File: src/rtl/loop_pkg.sv
// Shared types and constants for the sample-period loop sequencer.
package loop_pkg;

  localparam int LOOP_DATA_W = 18;

  // PWM clamp limits, applied only in the LOOP_PWM_CLAMP_EN build
  localparam logic [LOOP_DATA_W-1:0] LOOP_PWM_MIN = '0;
  localparam logic [LOOP_DATA_W-1:0] LOOP_PWM_MAX = 18'h1FFFF;

  typedef enum logic [2:0] {
    IDLE,
    WAIT_TICK,
    ADC_START,
    ADC_WAIT,
    LATCH,
    CPU_RST,
    CPU_RUN,
    PWM_UPD
  } loop_state_e;

endpackage

File: src/rtl/period_timer.sv
// Free-running sample-period counter; tick marks the cycle in which the count wraps to 0.
module period_timer #(
  parameter int PERIOD_CYCLES = 250000
) (
  input  logic clk,
  input  logic rst,
  input  logic enable,
  output logic tick
);

  localparam int CNT_W = (PERIOD_CYCLES > 1) ? $clog2(PERIOD_CYCLES) : 1;
  localparam logic [CNT_W-1:0] LAST = CNT_W'(PERIOD_CYCLES - 1);

  logic [CNT_W-1:0] count;

  assign tick = enable && (count == LAST);

  // Held at zero while disabled so the first period after enable is a full one
  always_ff @(posedge clk or negedge rst) begin
    if (!rst) begin
      count <= '0;
    end else if (!enable || count == LAST) begin
      count <= '0;
    end else begin
      count <= count + 1'b1;
    end
  end

endmodule

File: src/rtl/loop_sequencer.sv
// Sample-period sequencer: ADC conversion, operand latch, micro program run, PWM word update.
// Build macro LOOP_PWM_CLAMP_EN clamps the loaded PWM word (two's complement) to [0, PWM_MAX].
module loop_sequencer
  import loop_pkg::*;
#(
  parameter int PERIOD_CYCLES = 250000,
  parameter int ADC_TIMEOUT   = 4096,
  parameter int PROG_TIMEOUT  = 1024,
  parameter int DATA_W        = LOOP_DATA_W,
  parameter logic [DATA_W-1:0] PWM_MAX = DATA_W'(LOOP_PWM_MAX)
) (
  input  logic              clk,
  input  logic              rst,
  input  logic              enable,
  output logic              adc_start,
  input  logic              adc_done,
  input  logic [DATA_W-1:0] adc_ref,
  input  logic [DATA_W-1:0] adc_pot,
  output logic [DATA_W-1:0] ref_q,
  output logic [DATA_W-1:0] pot_q,
  output logic              cpu_rst_pc,
  output logic              cpu_run,
  input  logic              cpu_halt,
  input  logic [DATA_W-1:0] pwm_in,
  output logic [DATA_W-1:0] pwm_out,
  output logic              busy,
  output logic              overrun,
  output logic              fault,
  output loop_state_e       dbg_state
);

  localparam int TMO_MAX = (ADC_TIMEOUT > PROG_TIMEOUT) ? ADC_TIMEOUT : PROG_TIMEOUT;
  localparam int TMO_W   = $clog2(TMO_MAX + 1);
  localparam logic [TMO_W-1:0] ADC_LAST  = TMO_W'(ADC_TIMEOUT - 1);
  localparam logic [TMO_W-1:0] PROG_LAST = TMO_W'(PROG_TIMEOUT - 1);

`ifdef LOOP_PWM_CLAMP_EN
  localparam bit CLAMP_EN = 1'b1;
`else
  localparam bit CLAMP_EN = 1'b0;
`endif

  loop_state_e       state, state_next;
  logic              tick;
  logic [TMO_W-1:0]  tmo_cnt;
  logic              tmo_clear;
  logic              adc_timeout;
  logic              prog_timeout;
  logic              latch_en;
  logic              pwm_en;
  logic [DATA_W-1:0] pwm_next;

  period_timer #(
    .PERIOD_CYCLES(PERIOD_CYCLES)
  ) u_period_timer (
    .clk   (clk),
    .rst   (rst),
    .enable(enable),
    .tick  (tick)
  );

  // Handshakes: adc_start and cpu_rst_pc are single-cycle requests; adc_done is honoured
  // only in ADC_WAIT and cpu_halt only in CPU_RUN, each bounded by its own timeout.
  always_comb begin
    state_next   = state;
    tmo_clear    = 1'b0;
    adc_timeout  = 1'b0;
    prog_timeout = 1'b0;
    latch_en     = 1'b0;
    pwm_en       = 1'b0;
    case (state)
      IDLE: begin
        if (enable) state_next = WAIT_TICK;
      end
      WAIT_TICK: begin
        if (!enable)   state_next = IDLE;
        else if (tick) state_next = ADC_START;
      end
      ADC_START: begin
        tmo_clear  = 1'b1;
        state_next = ADC_WAIT;
      end
      ADC_WAIT: begin
        if (adc_done) begin
          state_next = LATCH;
        end else if (tmo_cnt == ADC_LAST) begin
          adc_timeout = 1'b1;
          state_next  = WAIT_TICK;
        end
      end
      LATCH: begin
        latch_en   = 1'b1;
        state_next = CPU_RST;
      end
      CPU_RST: begin
        tmo_clear  = 1'b1;
        state_next = CPU_RUN;
      end
      CPU_RUN: begin
        if (cpu_halt) begin
          state_next = PWM_UPD;
        end else if (tmo_cnt == PROG_LAST) begin
          prog_timeout = 1'b1;
          state_next   = WAIT_TICK;
        end
      end
      PWM_UPD: begin
        pwm_en     = 1'b1;
        state_next = enable ? WAIT_TICK : IDLE;
      end
      default: state_next = IDLE;
    endcase
  end

  always_ff @(posedge clk or negedge rst) begin
    if (!rst) state <= IDLE;
    else      state <= state_next;
  end

  always_ff @(posedge clk or negedge rst) begin
    if (!rst) begin
      tmo_cnt <= '0;
    end else if (tmo_clear) begin
      tmo_cnt <= '0;
    end else if (state == ADC_WAIT || state == CPU_RUN) begin
      tmo_cnt <= tmo_cnt + 1'b1;
    end
  end

  always_comb begin
    pwm_next = pwm_in;
    if (CLAMP_EN) begin
      if (pwm_in[DATA_W-1])      pwm_next = '0;
      else if (pwm_in > PWM_MAX) pwm_next = PWM_MAX;
    end
  end

  always_ff @(posedge clk or negedge rst) begin
    if (!rst) begin
      ref_q   <= '0;
      pot_q   <= '0;
      pwm_out <= '0;
      overrun <= 1'b0;
      fault   <= 1'b0;
    end else begin
      if (latch_en) begin
        ref_q <= adc_ref;
        pot_q <= adc_pot;
      end
      if (pwm_en) pwm_out <= pwm_next;
      // A tick that finds the sequence still running is dropped, not queued
      if (tick && busy) overrun <= 1'b1;
      if (adc_timeout || prog_timeout) fault <= 1'b1;
    end
  end

  // cpu_run falls combinationally with cpu_halt so the PC stops on the end instruction
  assign adc_start  = (state == ADC_START);
  assign cpu_rst_pc = (state == CPU_RST);
  assign cpu_run    = (state == CPU_RUN) && !cpu_halt;
  assign busy       = (state != IDLE) && (state != WAIT_TICK);
  assign dbg_state  = state;

endmodule

File: config.mk
export PLATFORM = sky130hd
export DESIGN_NAME = loop_sequencer
export DESIGN_NICKNAME = d
export VERILOG_FILES = /design/src/rtl/loop_pkg.sv /design/src/rtl/period_timer.sv /design/src/rtl/loop_sequencer.sv
export SDC_FILE = /design/constraint.sdc
export NUM_CORES = 1
export LEC_CHECK = 0
export CAP_MARGIN = 40
export CELL_PAD_IN_SITES_DETAIL_PLACEMENT = 0
export CELL_PAD_IN_SITES_GLOBAL_PLACEMENT = 1
export CORE_ASPECT_RATIO = 1.2
export CORE_UTILIZATION = 39
export CTS_CLUSTER_SIZE = 40
export DETAILED_ROUTE_END_ITERATION = 6
export DONT_BUFFER_PORTS = 1
export PLACE_DENSITY_LB_ADDON = 0.1
export SLEW_MARGIN = 25
export SYNTH_ARGS = -nofsm -noshare
export SYNTH_HDL_FRONTEND = slang
export SYNTH_HIERARCHICAL = 1
export SYNTH_SLANG_ARGS = --single-unit
File: constraint.sdc
create_clock -name clk -period 2.6 [get_ports clk]
set_input_delay 0.52 -clock clk [delete_from_list [all_inputs] [get_ports clk]]
set_output_delay 0.52 -clock clk [all_outputs]
set_load 0.01 [all_outputs]
# Word level (Yosys, flattened, before mapping)
# Cells that the tools add are included.
totals:
  reg_bits: 90
  out_inout_bits: 63
  elab_cells: 60
classes:
  n_addsub: 2
  eq_ne: 15
  n_mux: 21
  n_reduce_logical: 14
op_table:
  columns: ["cell", "n"]
  rows:
  - ["13-bit 2-to-1 mux", 2]
  - ["3-bit one-hot mux with 8 select lines", 1]
  - ["3-bit 2-to-1 mux", 7]
  - ["18-bit by 1-bit adder with 18-bit output (second input constant)", 1]
  - ["18-bit equality test (second input constant)", 1]
  - ["18-bit 2-to-1 mux", 1]
  - ["13-bit by 1-bit adder with 13-bit output (second input constant)", 1]
  - ["13-bit by 10-bit equality test with 1-bit output (second input constant)", 1]
  - ["13-bit by 12-bit equality test with 1-bit output (second input constant)", 1]
  - ["3-bit equality test (second input constant)", 4]
  - ["1-bit 2-to-1 mux", 10]
  - ["3-bit inequality test (second input constant)", 3]
  - ["3-bit by 2-bit equality test with 1-bit output (second input constant)", 2]
  - ["1-bit logical AND", 4]
  - ["4-bit AND reduction", 1]
  - ["3-bit by 1-bit equality test with 1-bit output (second input constant)", 1]
  - ["3-bit logical NOT", 1]
  - ["1-bit logical OR", 3]
  - ["3-bit by 1-bit inequality test with 1-bit output (second input constant)", 1]
  - ["3-bit nonzero test", 1]
  - ["1-bit logical NOT", 2]
  - ["2-bit inequality test (second input constant)", 1]
  - ["2-bit nonzero test", 1]
  - ["2-bit OR reduction", 1]

# Logic depth before layout (Yosys ltp)
# Gate-level depths: netlist (run 1).
depth:
  ltp_word: 5
  mapped_depth: 9
  mapped_depth_nobuf: 8

# Hierarchy
# The synthesis (run 1) kept the hierarchy.
by_module_without_submodules:
  columns: ["mod", "n_inst", "cells_each", "area_per_inst_um2", "seq_area_each_um2"]
  rows:
  - ["loop_sequencer", 1, 231, 3130.5, 1801.7]
  - ["period_timer", 1, 94, 903.4, 450.4]

# Worst setup path after synthesis (run 1)
# Ideal clock, no wire load.
synth_path:
  path_type: "register to register"
  startpoint: "reg u_period_timer.count[0]"
  endpoint: "reg state[0] (netlist: dbg_state[0])"
  setup_time_ns: 0.131
  t_arrival_ns: 1.665
  slack_ns: 0.804
  path_stages_with_launch: 10
  path_buffers: 1
  synth_period_minus_slack_ns: 1.796
  path_cell_list: "dfrtp_1 ha_1 and4_1 clkbuf_1 nand4_1 nor3_1 nor2b_1 a21oi_1 o21ai_0 mux2i_1"
synth_between:
  elab_chain_cells: 4
synth_rtl:
  columns: ["item", "line", "text"]
  rows:
  - ["start, declared", "period_timer.sv:14", "logic [CNT_W-1:0] count;"]
  - ["start signal, assigned", "period_timer.sv:25", "count <= count + 1'b1;"]
  - ["18-bit equality test", "period_timer.sv:16", "assign tick = enable && (count == LAST);"]
  - ["1-bit logical AND", "period_timer.sv:16", null]
  - ["net tick", "loop_sequencer.sv:44", "logic tick;"]
  - ["3-bit inequality test (no source line)", null, null]
  - ["4-bit AND reduction (no source line)", null, null]
  - ["end signal, assigned", "loop_sequencer.sv:117", "else state <= state_next;"]
  - ["end, declared", "loop_sequencer.sv:43", "loop_state_e state, state_next;"]
# The timed path passes the listed nets, and every way through them passes these cells.
# A chain may end at the register's enable or synchronous reset.

# Worst setup path in the final report (run 1)
layout_path:
  startpoint: "reg state[0] (netlist: dbg_state[0])"
  endpoint: "out adc_start"
layout_between:
  elab_chain_cells: 1
layout_rtl:
  columns: ["item", "line", "text"]
  rows:
  - ["3-bit by 2-bit equality test with 1-bit output", "loop_sequencer.sv:158", "assign adc_start = (state == ADC_START);"]
  - ["end, declared", "loop_sequencer.sv:15", "output logic adc_start,"]
# Every way passes these cells.

==> results of run 1 <==
through the flow:
step                std cells  cell area [µm²]
floorplan                 325             4030
global placement          439             4140
detailed placement        439             4140
CTS                       455             4440
global route              455             4440
finish                    455             4440
how the worst max path moves through the flow:
stage                     slack [ns]            to               startpoint  depth (start not counted)
after floorplan                 0.80  dbg_state[0]  u_period_timer/count[0]                          9
after global placement          0.54  dbg_state[0]  u_period_timer/count[0]                          8
after detailed placement        0.57  dbg_state[0]  u_period_timer/count[0]                          8
after CTS                       0.46     adc_start             dbg_state[0]                          1
after global routing            0.33  dbg_state[0]  u_period_timer/count[0]                          8
final                           0.48     adc_start             dbg_state[0]                          1
report_power, final:
group / total (mW) / switching (mW) / internal [mW]
clock network: 1.36 / 0.591 / 0.764
logic: 1.00 / 0.419 / 0.584
registers: 2.51 / 0.633 / 1.88
cell usage in the layout, fill, tap and decap left out, drive strengths merged, types with 7 or more instances in the layout:
cell type,instances
dfrtp,90
mux2,54
nor2,26
nand3,15
xor2,14
a21oi,11
nand4,10
inv,10
nand2,9
clkbuf,9
o21ai,7
layer usage:
layer / vias to the layer above / share of wire (%) / GRT usage [%]
met2: 75 / 50 / 25.9
li1: 1165 / - / -
met3: 14 / 6.6 / 5.87
met4: 0 / 2.0 / 8.18
met1: 1224 / 41 / 19.9
met5: - / 0 / 0
flip-flops by register name, summed over array words and instances, names as in the netlist:
signal                flops
tmo_cnt                  13
ref_q                    18
dbg_state                 3
pot_q                    18
u_period_timer/count     18
fault                     1
pwm_out                  18
overrun                   1
cell usage after synthesis (all sizes together) (2+ instances only):
library cell / number
or4: 2
or2: 3
xnor2: 6
nor2: 26
nand2: 9
a31o: 2
nor4b: 2
and3: 5
buf: 15
a21oi: 11
nor3: 4
a211oi: 2
nand4: 10
or3: 6
mux2: 54
nor4: 2
o31ai: 3
ha: 2
dfrtp: 90
o21ai: 7
nor2b: 3
clkbuf: 3
inv: 6
a31oi: 2
nand3: 15
and4: 5
xor2: 14
and2: 2
kinds of logic after synthesis:
group,share of synthesized area (%)
fa+ha+maj,0.868
xor+xnor,4.81
buf+inv,3.38
flops,55.8
mux,15.3
simple gates,14.0
compound gates,5.77
area by class of cell:
| cell class | instances | area, µm² | share of cell area, % |
|---|---|---|---|
| clock buffers | 9 | 225 | 5.07 |
| clock inverters | 7 | 82.6 | 1.86 |
| inverters | 6 | 22.5 | 0.507 |
| multi-input cells | 211 | 1650 | 37.0 |
| flip-flops and latches | 90 | 2250 | 50.7 |
| well taps | 126 | 158 | 3.55 |
| repair buffers | 6 | 57.6 | 1.30 |
==> impl_results.md, run 1 <==
- Status: finished, violations left
- Failing checks: hold timing
- DR iter-0 viols: 103
- Total GRT Usage: 16.5%
- Top cell type by total area after synthesis: dfrtp_1
- Clk sinks: 90
- Via count: 2478
- Setup TNS: 0 ns
- Final Util: 44.2%
- Critical path type: flop to output pin
- Critical Path Sink Type: output pin
- Max-Cap Viols: 0
- R2R setup slack: 0.56 ns
- Library cells used by synthesis: 55
- Die Footprint: 10800 µm²
- Final setup viols: 0
- Ys flop type: dfrtp_1
- Seq/Total Area, Yosys: 55.8%
- I/O Buffers: 0
- FMAX: 0.471 GHz
- Post-route DRC: 0
- CP delay by family, top: flip-flops
- Area contributors post-synth: dfrtp_1 (56%), mux2_2 (15%), xor2_1 (2.8%), nor2_1 (2.4%), nand3_1 (1.7%)
- Tcrit/Tclk final: 81.7%
- Area Overhead vs Synth: 10.2%
- Tot Pwr: 4.87 mW
- P per Cell Area: 1100 nW/µm²
- Bufs on Longest Clock Path: 2
- Top cell type's share of synthesized area: 55.8%
- Mapped Area: 4030 µm²
- Clock Latency Late Sink: 0.34 ns
- Initial antenna violation count: 0
- WP data arrival: 1.60 ns
- Maximum fanout along the worst path: 18
- Slew Viols, Final: 0
- GRT overflow: 0
- Crit path largest cell delay: 0.67 ns
- CTS tree: built
- # Post-CTS Setup Buffers: 0
- Final setup margin: 0.476 ns
- Leakage: 1.89 nW
- First-pass detailed-route iteration total: 4
- CTS root buffer: clkbuf_16
- Critical path, cell by cell: nor3_1
- Total of warnings raised by yosys: 6
- Endpoints failing hold: 90
- Share of layout cells above drive strength 1: 27.7%
- Mapped Nets: 386
- Critical path buffers and inverters: 0
- First-pass GRT wire length: 13.2 mm
- Drt wl/cell: 17.9 µm
- Ports: 122
- Fin crit period: 2.12 ns
- WHS: -0.133 ns
- Vias in the first global route: 2589
- Largest net degree at the start of global routing: 91
- Hpwl dp: 5.55 mm
- Chip width: 94.8 µm
- Yosys reg bits: 90
- Worst R2R End: dbg_state[0]
- Final ANT Viol Nets: 0
- Cells after Synth: 325
- Reg2Reg Depth: 8
- Worst Hold Class: input pin to asynchronous set/reset pin
- Worst Path Required: 2.08 ns
- Row Count: 40
- Post-cts sizing count: 0
- Relative slew slack: 48.6%
- Post-Place Setup Slack: 0.568 ns
- Final wirelength: 8.13 mm
- Final #Nets: 385
- Crit Reg-Reg Startpoint: u_period_timer/count[0]
- VDD IR max: 0.516 mV
- Gpl congestion: 0.703
- Max Clock Skew: 0.00914 ns
- RSZ-0062 raised after global routing: no
- Startpoint class of the critical path: flop
- Initial Util: 40.1%
- Tightest Pin Transition: 0.771 ns
- Total CTS buffers: 9
- Clock transition at path regs: 0.07 ns
- Die H: 113 µm
- Post-synth EDFFs: 0
- Drt via density: 5.45
- H-tree depth: 3
- CP max stage cell: dfrtp_1
- Syn_area_per_cell: 12.4 µm²
- # diodes: 0
- Fill count: 965
- Ys async rst share: 100%
- Core area: 10100 µm²
Note: power is estimated with default switching activity, not from simulation.
==> inputs of run 2 (changes only) <==
==> constraint.sdc (replaced) <==
create_clock -name clk -period 2 [get_ports clk]
set_input_delay 0.4 -clock clk [delete_from_list [all_inputs] [get_ports clk]]
set_output_delay 0.4 -clock clk [all_outputs]
set_load 0.01 [all_outputs]
==> run 2 against run 1 <==
The run still ends with hold timing left. Global-route usage fell by 0.56 points. Flip-flop and latch count did not move. Non-clock buffer count rose by 11. Sequential share of layout area fell by 1.2 points. Design area rose by 2.4%. Final cell count rose by 2.4%. Routed wire length rose by 0.23%. Largest cell class unchanged. Highest routed layer unchanged.
==> impl_results.md, run 2 (synthesized netlist as in run 1, its figures left out) <==
- P per Cell Area: 1420 nW/µm² (+29%)
- Startpoint class of the critical path: flop
- Clk sinks: 90 (unchanged)
- Clock Latency Late Sink: 0.34 ns (about the same)
- CP most frequent cell: buf_4
- Drt wl/cell: 17.5 µm (-2.1%)
- Multi-input gate area: 1660 µm² (+0.76%)
- Row Count: 40 (unchanged)
- DR iter-0 viols: 83 (-19%)
- First-pass GRT wire length: 12.9 mm (-2.4%)
- Die Footprint: 10800 µm² (unchanged)
- Placed inst area: 4220 µm² (+2.0%)
- Initial Util: 40.1% (unchanged)
- WP data arrival: 1.44 ns (-0.16 ns)
- WHS: -0.252 ns (-0.119 ns)
- CP max stage cell: dfrtp_1
- Relative slew slack: 64.2% (+16 points)
- Gpl congestion: 0.767 (+9.1%)
- Tot Pwr: 6.46 mW (+33%)
- Vias in the first global route: 2529 (-2.3%)
- Final setup viols: 0 (unchanged)
- Switching pwr: 2.17 mW (+32%)
- FMAX: 0.542 GHz
- CTS tree: built
- First-pass detailed-route iteration total: 4 (unchanged)
- Clock group share of total power: 27.6% (-0.2 points)
- GRT overflow: 0 (unchanged)
- Critical path type: flop to output pin
- Status: finished, violations left
- Bufs on Longest Clock Path: 2 (unchanged)
- CTS root buffer: clkbuf_16
- Final instance area: 4550 µm² (+2.4%)
- Tightest Pin Transition: 0.533 ns (-0.238 ns)
- Most common cell after layout, fill and taps aside: dfrtp_1
- Reg power frac: 49.6% (-2.0 points)
- Comb power frac: 22.8% (+2.2 points)
- # diodes: 0 (unchanged)
- Share of layout cells above drive strength 1: 31.2% (+3.5 points)
- Most frequent cells in the layout: dfrtp_1 (89), mux2_2 (54), nor2_1 (26)
- Failing checks: hold timing
- Max Clock Skew: 0.00657 ns (-0.00257 ns)
- Sequential cell area: 2250 µm² (about the same)
- Post-route DRC: 0 (unchanged)
- Drt via density: 5.38 (-1.1%)
- Chip width: 94.8 µm (unchanged)
- Via count: 2509 (+1.3%)
- Leakage: 1.94 nW (+2.9%)
- Area Overhead vs Synth: 12.9%
- Internal power: 4.29 mW (+33%)
- Hpwl dp: 5.72 mm (+3.2%)
- Critical Path Sink Type: output pin
- Net Sw Frac: 33.6% (-0.16 points)
- Fin crit period: 1.84 ns
- Total GRT Usage: 15.9% (-0.56 points)
- Maximum fanout along the worst path: 12 (-6)
- H-tree depth: 3 (unchanged)
- Endpoints failing hold: 90 (unchanged)
- Worst Path Required: 1.60 ns (-0.48 ns)
- Final ANT Viol Nets: 0 (unchanged)
- Total CTS buffers: 9 (unchanged)
- Core area: 10100 µm² (unchanged)
- Worst Hold Class: input pin to asynchronous set/reset pin
- Fill count: 953 (-1.2%)
- Largest net degree at the start of global routing: 91 (unchanged)
- Die H: 113 µm (unchanged)
- CP delay by family, top: buffers and inverters
- Ports: 122 (unchanged)
- Setup TNS: 0 ns (unchanged)
- Critical path buffers and inverters: 3 (+3)
- Crit path largest cell delay: 0.38 ns (-0.29 ns)
- RSZ-0062 raised after global routing: no
- Initial antenna violation count: 0 (unchanged)
- Tcrit/Tclk final: 92.2%
- Critical path, cell by cell: buf_4, buf_4, nor3_2, buf_4
- Clock transition at path regs: 0.07 ns (about the same)
- Slew Viols, Final: 0 (unchanged)
- VDD IR max: 0.654 mV (+27%)
- Final #Nets: 396 (+2.9%)
- Max-Cap Viols: 0 (unchanged)
- Final wirelength: 8.15 mm (+0.23%)
- I/O Buffers: 0 (unchanged)
[run 2: changes by cell type in the layout (fill, tap and decap cells not counted), sizes merged]
cell | before | now
buf | 6 | 17
clkinvlp | 1 | 2
inv | 10 | 9
[run 2: stage by stage]
| stage | std cells | hold slack (ns) | util (%) | worst slack (ns) |
|---|---|---|---|---|
| after CTS | 466 | -0.265 | 45.1 | 0.0364 |
| after global placement | 450 | 0.106 | 41.9 | 0.117 |
| after global routing | 466 | -0.277 | 45.3 | 0.0391 |
| after floorplan | 325 | 0.104 | - | 0.204 |
| final | 466 | -0.252 | 45.3 | 0.157 |
| after detailed placement | 450 | 0.106 | 41.9 | 0.0777 |
[run 2: final cells by class]
| cell class | instances | share of cell area [%] |
|---|---|---|
| multi-input cells | 211 | 36.4 |
| clock buffers | 9 | 4.95 |
| flip-flops and latches | 90 | 49.5 |
| clock inverters | 7 | 2.09 |
| well taps | 126 | 3.46 |
| repair buffers | 17 | 3.08 |
| inverters | 6 | 0.495 |
[run 2: timing repair]
item / 4_1_cts / 5_1_grt
setup endpoints to repair: 1 / 3
cloned: 0 / 0
endpoints found under the hold margin: 90 / 90
pin swaps: 0 / 0
setup buffers: 0 / 0
gates resized for setup: 1 / 4
[run 2: worst paths after layout]
path / startpoint / to / slack [ns] / depth (start not counted)
setup / recovery: dbg_state[0] / adc_start / 0.16 / 4
hold / removal: rst / pot_q[4] / -0.25 / 0
setup reg to reg: u_period_timer/count[0] / dbg_state[0] / 0.19 / 8
hold reg to reg: u_period_timer/count[0] / u_period_timer/count[0] / 0.46 / 1
max in group asynchronous: rst / u_period_timer/count[10] / 2.12 / 0
min in group clk: pwm_in[13] / pwm_out[13] / 0.20 / 1
[run 2: worst reg2reg max path: stages, from the launching register on]
cell     delay (ns)
dfrtp_1        0.37
ha_1           0.21
and4_4         0.28
nand4_1        0.16
nor3_2         0.18
nor2b_1        0.07
a21oi_1        0.18
o21ai_0        0.12
mux2i_1        0.13
[run 2: power groups by stage]
stage          sequential, mW  combinational (mW)  clock, mW
5_1_grt                  3.28                1.62       1.92
3_3_place_gp             3.25                1.45          0
6_report                 3.20                1.47       1.78
2_1_floorplan            3.05                1.26          0
3_5_place_dp             3.24                1.49          0
4_1_cts                  3.22                1.49       1.84
[run 2: per-layer routing]
metal | track usage [%] | part of all wire, % | up-vias
met5 | 0 | 0 | -
met4 | 6.26 | 1.1 | 0
met3 | 5.27 | 5.9 | 7
met2 | 24.9 | 50 | 74
met1 | 20.3 | 43 | 1249
li1 | - | - | 1179
